$ cat src/rtl/spawn_slot_scheduler_pkg.sv
// Shared definitions for the spawn slot scheduler: default sizing, FSM encoding and requester IDs.
package spawn_pkg;

   localparam int NSLOT_DEF    = 4;
   localparam int SLOT_W_DEF   = 2;
   localparam int COOLDOWN_DEF = 8;
   localparam int CD_W_DEF     = 4;

   typedef enum logic [1:0] {
      IDLE  = 2'd0,
      ALLOC = 2'd1,
      GRANT = 2'd2
   } state_t;

   localparam logic REQ_PLAYER = 1'b0;
   localparam logic REQ_ENEMY  = 1'b1;

endpackage

$ cat src/rtl/spawn_slot_scheduler_if.sv
// Request/grant bundle between the two spawn requesters and the slot scheduler.
interface spawn_slot_scheduler_if #(
   parameter int NSLOT  = 4,
   parameter int SLOT_W = 2
);
   // req[i] is a level held until grant[i] pulses for one cycle; release_vld is a one-cycle pulse.
   logic                tick;
   logic [1:0]          req;
   logic                release_vld;
   logic [SLOT_W-1:0]   release_slot;
   logic [1:0]          grant;
   logic [SLOT_W-1:0]   grant_slot;
   logic [NSLOT-1:0]    slot_active;
   logic [NSLOT-1:0]    slot_owner;
   logic                full;
   logic [1:0]          cd_busy;
   spawn_pkg::state_t   state;

   modport master (
      output tick, req, release_vld, release_slot,
      input  grant, grant_slot, slot_active, slot_owner, full, cd_busy, state
   );

   modport slave (
      input  tick, req, release_vld, release_slot,
      output grant, grant_slot, slot_active, slot_owner, full, cd_busy, state
   );
endinterface

$ cat src/rtl/spawn_slot_scheduler_cooldown.sv
// Per-requester cooldown: loads on grant, counts down on game ticks, busy while nonzero.
module spawn_cooldown #(
   parameter int COOLDOWN = 8,
   parameter int CD_W     = 4
) (
   input  logic clk,
   input  logic rst,
   input  logic load,
   input  logic tick,
   output logic busy
);
   logic [CD_W-1:0] cnt;

   // A load in the same cycle as a tick takes priority so the full cooldown is served.
   always_ff @(posedge clk or negedge rst) begin
      if (!rst) begin
         cnt <= '0;
      end else if (load) begin
         cnt <= CD_W'(COOLDOWN);
      end else if (tick && cnt != '0) begin
         cnt <= cnt - CD_W'(1);
      end
   end

   assign busy = (cnt != '0);
endmodule

$ cat src/rtl/spawn_slot_scheduler.sv
// Round-robin spawn arbiter onto a pool of sprite slots with per-requester cooldown.
// Optional build macro OWNER_CAP_EN limits each requester to NSLOT/2 active slots.
module spawn_slot_scheduler
   import spawn_pkg::*;
#(
   parameter int NSLOT    = NSLOT_DEF,
   parameter int SLOT_W   = SLOT_W_DEF,
   parameter int COOLDOWN = COOLDOWN_DEF,
   parameter int CD_W     = CD_W_DEF
) (
   input logic                  clk,
   input logic                  rst,
   spawn_slot_scheduler_if.slave bus
);
   state_t            state;
   logic              winner;
   logic              last_winner;
   logic [NSLOT-1:0]  active_q, owner_q;
   logic [NSLOT-1:0]  active_nxt, owner_nxt;
   logic              full_q;
   logic [1:0]        grant_q;
   logic [SLOT_W-1:0] grant_slot_q;
   logic [SLOT_W-1:0] free_idx;
   logic              any_free;
   logic [1:0]        cd_load, cd_busy, capped, eligible;

   // Lowest free slot, taken from the registered mask so a slot freed this cycle is not reused yet.
   always_comb begin
      free_idx = '0;
      any_free = 1'b0;
      for (int i = NSLOT - 1; i >= 0; i--) begin
         if (!active_q[i]) begin
            free_idx = SLOT_W'(i);
            any_free = 1'b1;
         end
      end
   end

`ifdef OWNER_CAP_EN
   int own_cnt [2];
   always_comb begin
      own_cnt[0] = 0;
      own_cnt[1] = 0;
      for (int i = 0; i < NSLOT; i++) begin
         if (active_q[i]) own_cnt[owner_q[i]] = own_cnt[owner_q[i]] + 1;
      end
   end
   assign capped[REQ_PLAYER] = (own_cnt[REQ_PLAYER] >= NSLOT / 2);
   assign capped[REQ_ENEMY]  = (own_cnt[REQ_ENEMY]  >= NSLOT / 2);
`else
   assign capped = 2'b00;
`endif

   assign eligible = bus.req & ~cd_busy & ~capped;

   // Release and allocation may land on different slots in the same cycle; both apply.
   always_comb begin
      active_nxt = active_q;
      owner_nxt  = owner_q;
      if (bus.release_vld) begin
         active_nxt[bus.release_slot] = 1'b0;
         owner_nxt[bus.release_slot]  = 1'b0;
      end
      if (state == ALLOC && any_free) begin
         active_nxt[free_idx] = 1'b1;
         owner_nxt[free_idx]  = winner;
      end
   end

   always_ff @(posedge clk or negedge rst) begin
      if (!rst) begin
         state        <= IDLE;
         winner       <= REQ_PLAYER;
         last_winner  <= REQ_ENEMY;
         active_q     <= '0;
         owner_q      <= '0;
         full_q       <= 1'b0;
         grant_q      <= 2'b00;
         grant_slot_q <= '0;
      end else begin
         active_q <= active_nxt;
         owner_q  <= owner_nxt;
         full_q   <= &active_nxt;
         grant_q  <= 2'b00;
         case (state)
            IDLE: begin
               if (|eligible && !full_q) begin
                  winner <= (eligible == 2'b11) ? ~last_winner : eligible[REQ_ENEMY];
                  state  <= ALLOC;
               end
            end
            ALLOC: begin
               if (any_free) begin
                  grant_slot_q     <= free_idx;
                  grant_q[winner]  <= 1'b1;
                  state            <= GRANT;
               end else begin
                  state <= IDLE;
               end
            end
            GRANT: begin
               last_winner <= winner;
               state       <= IDLE;
            end
            default: state <= IDLE;
         endcase
      end
   end

   assign cd_load[REQ_PLAYER] = (state == GRANT) && (winner == REQ_PLAYER);
   assign cd_load[REQ_ENEMY]  = (state == GRANT) && (winner == REQ_ENEMY);

   spawn_cooldown #(.COOLDOWN(COOLDOWN), .CD_W(CD_W)) u_cd_player (
      .clk  (clk),
      .rst  (rst),
      .load (cd_load[REQ_PLAYER]),
      .tick (bus.tick),
      .busy (cd_busy[REQ_PLAYER])
   );

   spawn_cooldown #(.COOLDOWN(COOLDOWN), .CD_W(CD_W)) u_cd_enemy (
      .clk  (clk),
      .rst  (rst),
      .load (cd_load[REQ_ENEMY]),
      .tick (bus.tick),
      .busy (cd_busy[REQ_ENEMY])
   );

   assign bus.grant       = grant_q;
   assign bus.grant_slot  = grant_slot_q;
   assign bus.slot_active = active_q;
   assign bus.slot_owner  = owner_q;
   assign bus.full        = full_q;
   assign bus.cd_busy     = cd_busy;
   assign bus.state       = state;
endmodule

$ cat src/flat_wrapper.sv
// flat-port wrapper written by rule: the top's interface ports become plain ports
module spawn_slot_scheduler_flat import spawn_pkg::*;
#(
   parameter int NSLOT    = NSLOT_DEF,
   parameter int SLOT_W   = SLOT_W_DEF,
   parameter int COOLDOWN = COOLDOWN_DEF,
   parameter int CD_W     = CD_W_DEF
)
  (clk, rst, bus_tick, bus_req, bus_release_vld, bus_release_slot, bus_grant, bus_grant_slot, bus_slot_active, bus_slot_owner, bus_full, bus_cd_busy, bus_state);
  spawn_slot_scheduler_if #(.NSLOT(NSLOT), .SLOT_W(SLOT_W)) bus_i ();
  input logic clk;
  input logic rst;
  input wire logic [$bits(bus_i.tick)-1:0] bus_tick;
  input wire logic [$bits(bus_i.req)-1:0] bus_req;
  input wire logic [$bits(bus_i.release_vld)-1:0] bus_release_vld;
  input wire logic [$bits(bus_i.release_slot)-1:0] bus_release_slot;
  output wire logic [$bits(bus_i.grant)-1:0] bus_grant;
  output wire logic [$bits(bus_i.grant_slot)-1:0] bus_grant_slot;
  output wire logic [$bits(bus_i.slot_active)-1:0] bus_slot_active;
  output wire logic [$bits(bus_i.slot_owner)-1:0] bus_slot_owner;
  output wire logic [$bits(bus_i.full)-1:0] bus_full;
  output wire logic [$bits(bus_i.cd_busy)-1:0] bus_cd_busy;
  output wire logic [$bits(bus_i.state)-1:0] bus_state;
  assign bus_i.tick = bus_tick;
  assign bus_i.req = bus_req;
  assign bus_i.release_vld = bus_release_vld;
  assign bus_i.release_slot = bus_release_slot;
  assign bus_grant = bus_i.grant;
  assign bus_grant_slot = bus_i.grant_slot;
  assign bus_slot_active = bus_i.slot_active;
  assign bus_slot_owner = bus_i.slot_owner;
  assign bus_full = bus_i.full;
  assign bus_cd_busy = bus_i.cd_busy;
  assign bus_state = bus_i.state;
  spawn_slot_scheduler #(.NSLOT(NSLOT), .SLOT_W(SLOT_W), .COOLDOWN(COOLDOWN), .CD_W(CD_W)) u_core (.clk(clk), .rst(rst), .bus(bus_i));
endmodule
$ cat config.mk
export PLATFORM = sky130hd
export DESIGN_NAME = spawn_slot_scheduler_flat
export DESIGN_NICKNAME = d
export VERILOG_FILES = /design/src/rtl/spawn_slot_scheduler_pkg.sv /design/src/rtl/spawn_slot_scheduler_if.sv /design/src/rtl/spawn_slot_scheduler_cooldown.sv /design/src/rtl/spawn_slot_scheduler.sv /design/src/flat_wrapper.sv
export SDC_FILE = /design/constraint.sdc
export NUM_CORES = 1
export LEC_CHECK = 0
export BUFFER_PORTS_ARGS = -buffer_cell sky130_fd_sc_hd__buf_2
export CORE_ASPECT_RATIO = 0.9
export CORE_MARGIN = 5
export CORE_UTILIZATION = 30
export DETAILED_ROUTE_END_ITERATION = 6
export GPL_ROUTABILITY_DRIVEN = 0
export PLACE_DENSITY_LB_ADDON = 0.2
export SLEW_MARGIN = 10
export SYNTH_ARGS = -nofsm -noshare
export SYNTH_HDL_FRONTEND = slang
export SYNTH_SLANG_ARGS = --single-unit
$ cat constraint.sdc
create_clock -name clk -period 2 [get_ports clk]
set_input_delay 0.1 -clock clk [delete_from_list [all_inputs] [get_ports clk]]
set_output_delay 0.1 -clock clk [all_outputs]
set_load 0.03 [all_outputs]
Word level (Yosys, flattened, before mapping)
Index checks and enable logic that the tools add are counted.

Reduce and logical (&&, ||, !) cells: 19. Add/sub/neg operators: 2. Muxes and demuxes: 29. Equal/unequal tests: 4. Bitwise gates (word level): 8. $lt $le $gt $ge: 6.

Operator list (count): $mux 4 (8); $mux 2 (8); $logic_and 1x1->1 (9); $and 4x4->4 (2); $mux 1 (8); $reduce_bool 4->1 (2); $sub 4x1->4 const B (2); $lt 2x3->1 const B (2); $bwmux 4 (1); $demux 1 s2 (2); $eq 2x2->1 const B (2); $ge 2x1->1 const B (2); $not 4->4 (1); $or 4x4->4 (1); $pmux 2 s2 (1); $reduce_and 2->1 (2); $reduce_and 4->1 (1); $reduce_bool 2->1 (2); $and 2x2->2 (1); $eq 2x1->1 const B (1); $logic_not 2->1 (1); $lt 1x2->1 const B (1); $ne 2x1->1 const B (1); $not 1->1 (2); 5 further kinds (5).

Flip-flop bits (word level): 25. Output and inout bits: 17. Input port bits: 8.

Depth between registers and ports, before layout
Gate-level depths: netlist of the first run.

Depth after elaboration: 11. Gate-level depth with buffers: 6. Gate-level depth less buffers: 6.

By module
A second synthesis of the first run with hierarchy kept.

Cells, all modules: 117. Area total of the unflattened synthesis: 1242.4 um^2.

Modules (own cells, without submodules): spawn_slot_scheduler (sequential area each 426.7 um^2, area each 774.5 um^2, times used 1, cells each 69); spawn_cooldown (sequential area each 100.1 um^2, area each 234.0 um^2, times used 2, cells each 24).

Worst setup path before layout of the first run
Ideal clock, no wire load.

Path kind: flip-flop to flip-flop. From: reg u_core.state[1] (netlist: u_core.bus.state[1]). To: reg u_core.full_q (netlist: u_core.bus.full). Period minus slack after synthesis: 1.649 ns. Required time: 1.889 ns. Cell stages (with the launch flop): 4. Setup time: 0.111 ns. Path slack: 0.351 ns. Data arrival time: 1.538 ns. Buffers on the path: 0. Cells stage by stage: dfrtp_1 > nand2b_4 > or4b_4 > a2111oi_2.

Word-level cells in the longest chain between the ends: 4.

Ends and longest elaborated chain: from (decl) (line spawn_slot_scheduler.sv:15) `state_t state;`; from (signal assigned) (line spawn_slot_scheduler.sv:72) `state <= IDLE;`; from (signal assigned) (line spawn_slot_scheduler.sv:89) `state <= ALLOC;`; from (signal assigned) (line spawn_slot_scheduler.sv:96) `state <= GRANT;`; $eq 2x1->1 (line spawn_slot_scheduler.sv:64) `if (state == ALLOC && any_free) begin`; $logic_and 1x1->1 (line spawn_slot_scheduler.sv:64); $mux 4 (line spawn_slot_scheduler.sv:64); $reduce_and 4->1 (line spawn_slot_scheduler.sv:83) `full_q <= &active_nxt;`; to (signal assigned) (line spawn_slot_scheduler.sv:83); to (decl) (line spawn_slot_scheduler.sv:20) `logic full_q;`.

No other way between the ends. A chain may end at the register's enable or synchronous reset.

Final worst setup path of the first run
From: reg u_core.u_cd_enemy.cnt[0]. To: out bus_cd_busy[1].

Word-level cells in the longest chain between the ends: 1.

Ends and longest elaborated chain: from (decl) (line spawn_slot_scheduler_cooldown.sv:12) `logic [CD_W-1:0] cnt;`; from (signal assigned) (line spawn_slot_scheduler_cooldown.sv:19) `cnt <= CD_W'(COOLDOWN);`; from (signal assigned) (line spawn_slot_scheduler_cooldown.sv:21) `cnt <= cnt - CD_W'(1);`; $reduce_bool 4->1 (line spawn_slot_scheduler_cooldown.sv:25) `assign busy = (cnt != '0);`; to (decl) (line flat_wrapper.sv:22) `output wire logic [$bits(bus_i.cd_busy)-1:0] bus_cd_busy;`.

No other way between the ends.

==> results.md, run 1 <==
* Status: complete, no violations
* CP endpoint: bus_cd_busy[1]
* Vias in the first global route at 958
* Arrival @ worst endpoint at 1.70 ns
* Largest family of logic cells by synthesized area: simple AND/OR/NAND/NOR gates
* Area growth, synth to finish at 17.3%
* Worst skew pair latency at 0.27 ns
* Launch point of the worst reg-to-reg path: u_core.bus.state[1]
* YS warnings at 0
* Synth top area share at 48.3%
* Largest net degree at the start of global routing at 26
* Synth Area in Compound Gates at 15.6%
* Clock buffer depth at 2
* Synth Register Bits at 25
* Synth area leaders: dfrtp_1 48%, inv_1 4.2%, ha_1 4.0%
* Area leader, netlist: dfrtp_1
* GRT Residual Overflow at 0
* Die ar. at 5530 µm²
* Initial antenna violation count at 0
* Critical path's top delay family: simple AND/OR/NAND/NOR gates
* Worst Path Buf+Inv at 2
* Worst Reg-to-Reg Cells at 3
* Async SR Flop Fraction at 100%
* CTS tree: yes
* Max rail drop VDD at 0.303 mV
* Crit path required time at 1.90 ns
* Core Region at 4050 µm²
* Layout net count at 159
* Max FO, Critical Path at 7
* Tmin final at 1.80 ns
* Cell chain of the critical path: inv_1, ha_1, or3b_2, buf_2
* First-pass GRT wire length at 4700 µm
* Util after Layout at 36.0%
* Syn avg cell area at 10.3 µm²
* R2R Path End: u_core.bus.full
* Sequential element share of the synthesized area at 50.5%
* Max Cap Viol at 0
* FP Rows at 22
* Mean routed wirelength per cell at 14.2 µm
* # DRC at 0
* First DRT Iteration DRCs at 41
* Vias at 941
* Mapped Nets at 133
* Simple-gate share of the synthesized area at 20.9%
* H-tree depth at 1
* Mux cell area share after synthesis at 2.52%
* Post-synth EDFFs at 0
* Clk pin slew, worst setup/hold paths at 0.08 ns
* Crit-path slowest cell: or3b_2
* Synthesized area at 1240 µm²
* Worst Setup Start Kind: register
* IO Count at 25
* Setup crit end kind: primary output
* Setup-failing EPs final at 0
* Final ANT Viol Nets at 0
* Fin. max-slew vios at 0
* Fillcell total at 427
* Buffer count from post-CTS setup fixing at 0
* Final period utilization at 90.1%
* Initial Util at 30.7%
* DRT Pass-1 Iters at 3
* Crit path depth at 4
* Hold Violations, Final at 0
* Adder-cell area share of the yosys netlist at 4.03%
* Skew final at 0.00293 ns
* Worst Tran Pin Value at 0.603 ns
* Synth unique cells at 44
* Mapped Cells at 121
* Kind of critical path: reg2out
* Via-to-Cell Ratio at 4.85
* Peak per-stage delay on the critical path at 0.53 ns
* RSZ-0062 raised after global routing: false
* Layout cells sized above 1 at 24.7%
* Slew HR at 59.8%
* HPWL after DPL at 2050 µm
* Die Y at 71.1 µm
* Number of I/O port buffers at 24
* Num CTS Buffers at 3
* Drt total wl at 2750 µm
* # diodes at 0
* Tot GR Track Use at 10.4%
* Pwr Density at 1370 nW/µm²
* Worst Setup SP: u_core.u_cd_enemy.cnt[0]
* Setup total negative slack at 0 ns
* Peak Freq at 555 MHz
* Synth Area in XOR/XNOR at 0%
* DIE WIDTH at 77.8 µm
* CTS root buf: clkbuf_8
* Hold WC Path Type: in2reg
* Most frequent cells in the layout: 24 x buf_2, 24 x dfrtp_1, 14 x inv_1
* Top FF cell, synth: dfrtp_1
* Sink Count at 25
* Leak Pwr at 0.701 nW
* Reg2Reg Setup Slack at 0.40 ns
[registers in the layout, indices dropped and copies added, names as in the netlist]
register                flops
u_core.bus.slot_active      4
u_core.bus.slot_owner       4
u_core.u_cd_enemy.cnt       4
u_core.u_cd_player.cnt      4
u_core.bus.grant            2
u_core.bus.grant_slot       2
u_core.bus.state            2
u_core.bus.full             1
u_core.last_winner          1
u_core.winner               1
[cells by family (layout without fill, tap and decap cells)]
| group | Yosys count | after routing |
|---|---|---|
| AO/OA/AOI/OAI | 29 | 29 |
| multiplexers | 3 | 3 |
| adder cells (fa/ha/maj) | 4 | 4 |
| flip-flops | 25 | 25 |
| buffers and inverters | 19 | 44 |
| AND/OR/NAND/NOR | 41 | 41 |
[routing by layer]
| layer | wire length (µm) | global-route usage (%) | part of all wire, % | up-vias |
|---|---|---|---|---|
| met4 | 21 | 2.29 | 0.76 | 0 |
| met1 | 1340 | 13.4 | 49 | 445 |
| met5 | 0 | 0 | 0 | - |
| met3 | 85 | 2.93 | 3.1 | 5 |
| met2 | 1300 | 17.4 | 47 | 9 |
| li1 | - | - | - | 482 |
[metrics by stage]
stage | hold slack (ns) | total power [mW] | worst slack (ns) | area [µm²] | instances
after global placement | 0.135 | 1.70 | 0.449 | 1400 | 189
after floorplan | -0.196 | 1.48 | 0.351 | 1240 | 121
after detailed placement | 0.150 | 1.72 | 0.407 | 1400 | 189
after global routing | 0.121 | 2.17 | 0.0631 | 1460 | 194
final | 0.122 | 2.00 | 0.199 | 1460 | 194
after CTS | 0.116 | 2.03 | 0.199 | 1460 | 194
[what timing repair did]
action,4_1_cts,5_1_grt
endpoints found under the hold margin,24,0
gates resized for setup,0,0
hold buffers,1,0
[worst min-delay path: stages]
cell      delay, ns
buf_2          0.11
nand2_1        0.05
a21boi_0       0.09
[where the power goes]
group | switching (mW) | total (mW) | internal (mW)
Clock | 0.161 | 0.304 | 0.143
Combinational | 0.504 | 0.827 | 0.323
Sequential | 0.182 | 0.872 | 0.690
Total | 0.848 | 2.00 | 1.16
[area by class of cell]
class	instances	area [µm²]	area share (%)
clock buffer	4	45.0	3.09
inverter	14	52.6	3.61
multi-input combinational	77	536	36.7
sequential	25	627	43.0
tap	48	60.1	4.12
timing repair buffer	26	138	9.44
[how the worst min path moves through the flow]
stage,start,endpoint,slack [ns],depth (start not counted)
final,bus_req[0],u_core.bus.state[0],0.12,3
after global routing,bus_req[0],u_core.bus.state[0],0.12,3
after CTS,bus_req[0],u_core.bus.state[0],0.12,3
after detailed placement,rst,u_core.u_cd_enemy.cnt[1],0.15,1
after global placement,rst,u_core.u_cd_enemy.cnt[0],0.14,1
after floorplan,rst,u_core.bus.full,-0.20,0
[cells in the mapped netlist (2+ instances only)]
master,n
nor3b_1,4
a31oi_1,2
nand3_1,3
nand2_1,8
ha_1,4
dfrtp_1,24
and2_1,2
mux2i_1,2
nor3_1,6
clkbuf_1,2
and3_1,2
or3_1,2
a21oi_1,7
buf_4,2
o21ai_0,7
nand3b_1,2
inv_1,14
nor2_1,2
(Power assumes the default switching activity.)
==> run 2, diff against run 1 <==
MAX_ROUTING_LAYER = met4   (was not set)
PLACE_DENSITY_LB_ADDON = 0.15   (was 0.2)
==> results.md, run 2 (same netlist as run 1, synthesis figures left out) <==
* Status: complete, no violations
* Area growth, synth to finish at 17.6%
* First DRT Iteration DRCs at 55 (+34%)
* Crit-path slowest cell: dfrtp_1
* Final period utilization at 89.3% (-0.73 points)
* Hold Violations, Final at 0 (unchanged)
* Placement Cell Area at 1400 µm² (unchanged)
* Arrival @ worst endpoint at 1.69 ns (about the same)
* Tot GR Track Use at 11.0% (+0.55 points)
* Die Y at 71.1 µm (unchanged)
* CTS root buf: clkbuf_8
* Design area at 1460 µm² (+0.26%)
* Crit path required time at 1.90 ns (about the same)
* Die ar. at 5530 µm² (unchanged)
* H-tree depth at 1 (unchanged)
* Most used cell, CP: inv_1
* Clock buffer depth at 2 (unchanged)
* Slew HR at 61.1% (+1.3 points)
* Setup-failing EPs final at 0 (unchanged)
* Pwr Density at 1380 nW/µm² (+0.69%)
* Sink Count at 25 (unchanged)
* Clk pin slew, worst setup/hold paths at 0.08 ns (about the same)
* Most frequent cells in the layout: 24 x buf_2, 24 x dfrtp_1, 14 x inv_1
* Leak Pwr at 0.700 nW (-0.15%)
* Max Cap Viol at 0 (unchanged)
* Peak Freq at 560 MHz (+0.82%)
* # DRC at 0 (unchanged)
* GRT Residual Overflow at 0 (unchanged)
* Mean routed wirelength per cell at 14.7 µm (+3.8%)
* First-pass GRT wire length at 4800 µm (+2.2%)
* Vias in the first global route at 1024 (+6.9%)
* Tmin final at 1.79 ns (-0.0146 ns)
* CTS tree: yes
* Drt total wl at 2850 µm (+3.8%)
* Core Region at 4050 µm² (unchanged)
* Final ANT Viol Nets at 0 (unchanged)
* Cell chain of the critical path: inv_1, ha_1, nor3b_1, inv_1, buf_2
* Largest net degree at the start of global routing at 26 (unchanged)
* Worst skew pair latency at 0.28 ns (about the same)
* Num CTS Buffers at 3 (unchanged)
* Initial antenna violation count at 0 (unchanged)
* CTS resizes at 0 (unchanged)
* IO Count at 25 (unchanged)
* Skew final at 0.0125 ns (+0.00958 ns)
* HPWL after DPL at 2120 µm (+3.8%)
* # diodes at 0 (unchanged)
* Kind of critical path: reg2out
* Number of I/O port buffers at 24 (unchanged)
* Buffer count from post-CTS setup fixing at 0 (unchanged)
* Layout cells sized above 1 at 25.3% (+0.68 points)
* Fin. max-slew vios at 0 (unchanged)
* Via-to-Cell Ratio at 5.26 (+8.4%)
* Max FO, Critical Path at 5 (-2)
* Vias at 1020 (+8.4%)
* DIE WIDTH at 77.8 µm (unchanged)
* Setup crit end kind: primary output
* Worst Setup Start Kind: register
* RSZ-0062 raised after global routing: false
* Layout net count at 159 (unchanged)
* Util after Layout at 36.1% (+0.093 points)
* Initial Util at 30.7% (unchanged)
* Setup total negative slack at 0 ns (unchanged)
* DRT Pass-1 Iters at 4 (+1)
* Max rail drop VDD at 0.404 mV (+34%)
* Hold WC Path Type: in2reg
* FP Rows at 22 (unchanged)
* Worst Tran Pin Value at 0.584 ns (-0.0190 ns)
* CTS Hold Bufs at 1 (unchanged)
* Peak per-stage delay on the critical path at 0.40 ns (-0.13 ns)
## run 2: cell type report
| cell class | instances | area, µm² |
|---|---|---|
| sequential | 25 | 627 |
| multi-input combinational | 77 | 536 |
| tap | 48 | 60.1 |
| fill | 440 | 2580 |
| clock buffer | 3 | 41.3 |
| inverter | 14 | 52.6 |
| clock inverter | 1 | 7.51 |
| timing repair buffer | 26 | 138 |
## run 2: power breakdown
part	leakage, nW	internal [mW]	total (mW)	switching (mW)
logic	0.360	0.325	0.834	0.509
clock network	0.0217	0.141	0.314	0.172
registers	0.319	0.690	0.874	0.185
## run 2: stage by stage
step           hold slack, ns  instances  setup WS, ns  power [mW]
2_1_floorplan          -0.196        121         0.351        1.48
3_3_place_gp            0.130        189         0.439        1.70
3_5_place_dp            0.137        189         0.401        1.73
4_1_cts                 0.106        194         0.210        2.04
5_1_grt                 0.116        194         0.123        2.18
6_report                0.107        194         0.213        2.02
## run 2: worst max-delay path: cells and delay by family, from the launching register on
kind | cells | cell delay, ns
buffers and inverters | 3 | 0.48
flip-flops | 1 | 0.40
AND/OR/NAND/NOR | 1 | 0.40
adder cells (fa/ha/maj) | 1 | 0.14
## run 2: worst paths after layout
kind / startpoint / endpoint / slack (ns) / cells past startpoint
max: u_core.u_cd_player.cnt[0] / bus_cd_busy[0] / 0.21 / 5
min: bus_req[0] / u_core.bus.state[0] / 0.11 / 3
max reg2reg: u_core.bus.state[1] / u_core.bus.full / 0.39 / 3
min reg2reg: u_core.last_winner / u_core.last_winner / 0.50 / 2
max in group asynchronous: rst / u_core.bus.slot_owner[2] / 1.26 / 2
min in group asynchronous: rst / u_core.bus.slot_active[0] / 0.35 / 2
## run 2: metal layers
metal | part of all wire [%] | GRT usage, %
met2 | 47 | 17.1
met3 | 4.4 | 2.93
met5 | 0 | -
met4 | 1.2 | 3.63
met1 | 48 | 13.8
==> run 3, diff against run 2 <==
CORE_ASPECT_RATIO = 2   (was 0.9)
==> results.md, run 3 (same netlist as run 1, synthesis figures left out) <==
* Peak Freq at 566 MHz (+1.0%)
* Worst Reg-to-Reg Cells at 3 (unchanged)
* Worst skew pair latency at 0.27 ns (about the same)
* Placed Cells at 195 (+3.2%)
* Mean routed wirelength per cell at 14.4 µm (-1.9%)
* # diodes at 0 (unchanged)
* Vias at 966 (-5.3%)
* Number of I/O port buffers at 24 (unchanged)
* Sink Count at 25 (unchanged)
* DIE WIDTH at 55.5 µm (-29%)
* Slew HR at 61.1% (about the same)
* Clock buffer depth at 2 (unchanged)
* First DRT Iteration DRCs at 7 (-87%)
* Skew final at 0.00878 ns (-0.00372 ns)
* Fin cells at 200 (+3.1%)
* GRT Residual Overflow at 0 (unchanged)
* Final ANT Viol Nets at 0 (unchanged)
* Worst Tran Pin Value at 0.584 ns (-0.0000521 ns)
* CTS root buf: clkbuf_8
* DRT Pass-1 Iters at 4 (unchanged)
* First-pass GRT wire length at 4930 µm (+2.7%)
* Fin. max-slew vios at 0 (unchanged)
* Kind of critical path: reg2out
* Buffer count from post-CTS setup fixing at 0 (unchanged)
* Worst Setup SP: u_core.u_cd_enemy.cnt[0]
* Arrival @ worst endpoint at 1.67 ns (-0.02 ns)
* Most frequent cells in the layout: 24 x buf_2, 24 x dfrtp_1, 14 x inv_1
* Tmin final at 1.77 ns (-0.0184 ns)
* Layout cells sized above 1 at 25.7% (+0.33 points)
* Final period utilization at 88.4% (-0.92 points)
* Hold Violations, Final at 0 (unchanged)
* Initial antenna violation count at 0 (unchanged)
* Num CTS Buffers at 3 (unchanged)
* Initial Util at 30.7% (unchanged)
* Pwr Density at 1370 nW/µm² (-1.3%)
* H-tree depth at 1 (unchanged)
* HPWL after DPL at 2240 µm (+5.6%)
* IO Count at 25 (unchanged)
* Die Y at 101 µm (+42%)
* Largest net degree at the start of global routing at 26 (unchanged)
* Leak Pwr at 0.712 nW (+1.7%)
* Fillcell total at 443 (+0.68%)
* Crit path required time at 1.90 ns (about the same)
* Vias in the first global route at 1051 (+2.6%)
* Worst Setup Start Kind: register
* Via-to-Cell Ratio at 4.83 (-8.1%)
* RSZ-0062 raised after global routing: false
* CTS resizes at 0 (unchanged)
* Clk pin slew, worst setup/hold paths at 0.09 ns (about the same)
* Layout net count at 161 (+1.3%)
* Setup-failing EPs final at 0 (unchanged)
* Core Region at 4050 µm² (unchanged)
* Max FO, Critical Path at 7 (+2)
* Max Cap Viol at 0 (unchanged)
* CTS Hold Bufs at 1 (unchanged)
* CP endpoint: bus_cd_busy[1]
* Overall power at 2.02 mW (-0.19%)
* Die ar. at 5610 µm² (+1.4%)
* Max rail drop VDD at 0.732 mV (+81%)
* Status: complete, no violations
* FP Rows at 33 (+50%)
* R2R Path End: u_core.bus.full
* Launch point of the worst reg-to-reg path: u_core.bus.state[1]
* # DRC at 0 (unchanged)
* Hold WC Path Type: in2reg
* Reg2Reg Setup Slack at 0.37 ns (-0.02 ns)
* Util after Layout at 36.5% (+0.40 points)
* Area growth, synth to finish at 18.9%
* Tot GR Track Use at 11.5% (+0.53 points)
* Drt total wl at 2880 µm (+1.1%)
* CTS tree: yes
* Setup crit end kind: primary output
* Setup total negative slack at 0 ns (unchanged)
==> run 3: cell types whose count changed in the layout (fill, tap and decap cells not counted), sizes merged <==
cell and delta:
clkinvlp -1, buf +2, clkbuf +1
==> run 3: worst min path at each step <==
stage / startpoint / endpoint / slack (ns) / cells past startpoint
6_report: bus_req[0] / u_core.bus.state[0] / 0.09 / 3
5_1_grt: bus_req[0] / u_core.bus.state[0] / 0.10 / 3
4_1_cts: bus_req[0] / u_core.bus.state[0] / 0.09 / 3
3_5_place_dp: rst / u_core.u_cd_player.cnt[1] / 0.14 / 1
3_3_place_gp: rst / u_core.u_cd_player.cnt[2] / 0.14 / 1
2_1_floorplan: rst / u_core.bus.full / -0.20 / 0
==> run 3: final cells by class <==
cell class | count | area [µm²] | area share (%)
clock buffers | 4 | 45.0 | 3.05
multi-input cells | 77 | 536 | 36.2
repair buffers | 28 | 153 | 10.3
flip-flops and latches | 25 | 627 | 42.4
inverters | 14 | 52.6 | 3.56
well taps | 52 | 65.1 | 4.40
==> run 3: worst max-delay path, stage by stage, from the launching register on <==
cell and delay (ns):
dfrtp_1 0.38, inv_1 0.11, ha_1 0.17, or3b_2 0.52, buf_2 0.21
==> run 3: metrics by stage <==
stage	area, µm²	hold WS (ns)	setup slack, ns
detailed placement	1420	0.135	0.384
floorplan	1240	-0.196	0.351
global placement	1420	0.140	0.443
finish	1480	0.0891	0.232
CTS	1480	0.0853	0.220
global route	1480	0.105	0.126
==> run 3: power by group <==
| group | switching (mW) | leakage [nW] | internal, mW |
|---|---|---|---|
| logic | 0.521 | 0.370 | 0.339 |
| clock network | 0.152 | 0.0228 | 0.142 |
| registers | 0.174 | 0.319 | 0.690 |
| total | 0.847 | 0.712 | 1.17 |
==> run 3: metal layers <==
layer  vias up  GRT usage [%]  wire [µm]
met1       460           12.3       1170
met3         2           1.79        110
met4         0           5.81         31
met5         -              -          0
met2        19           20.3       1570
li1        485              -          -
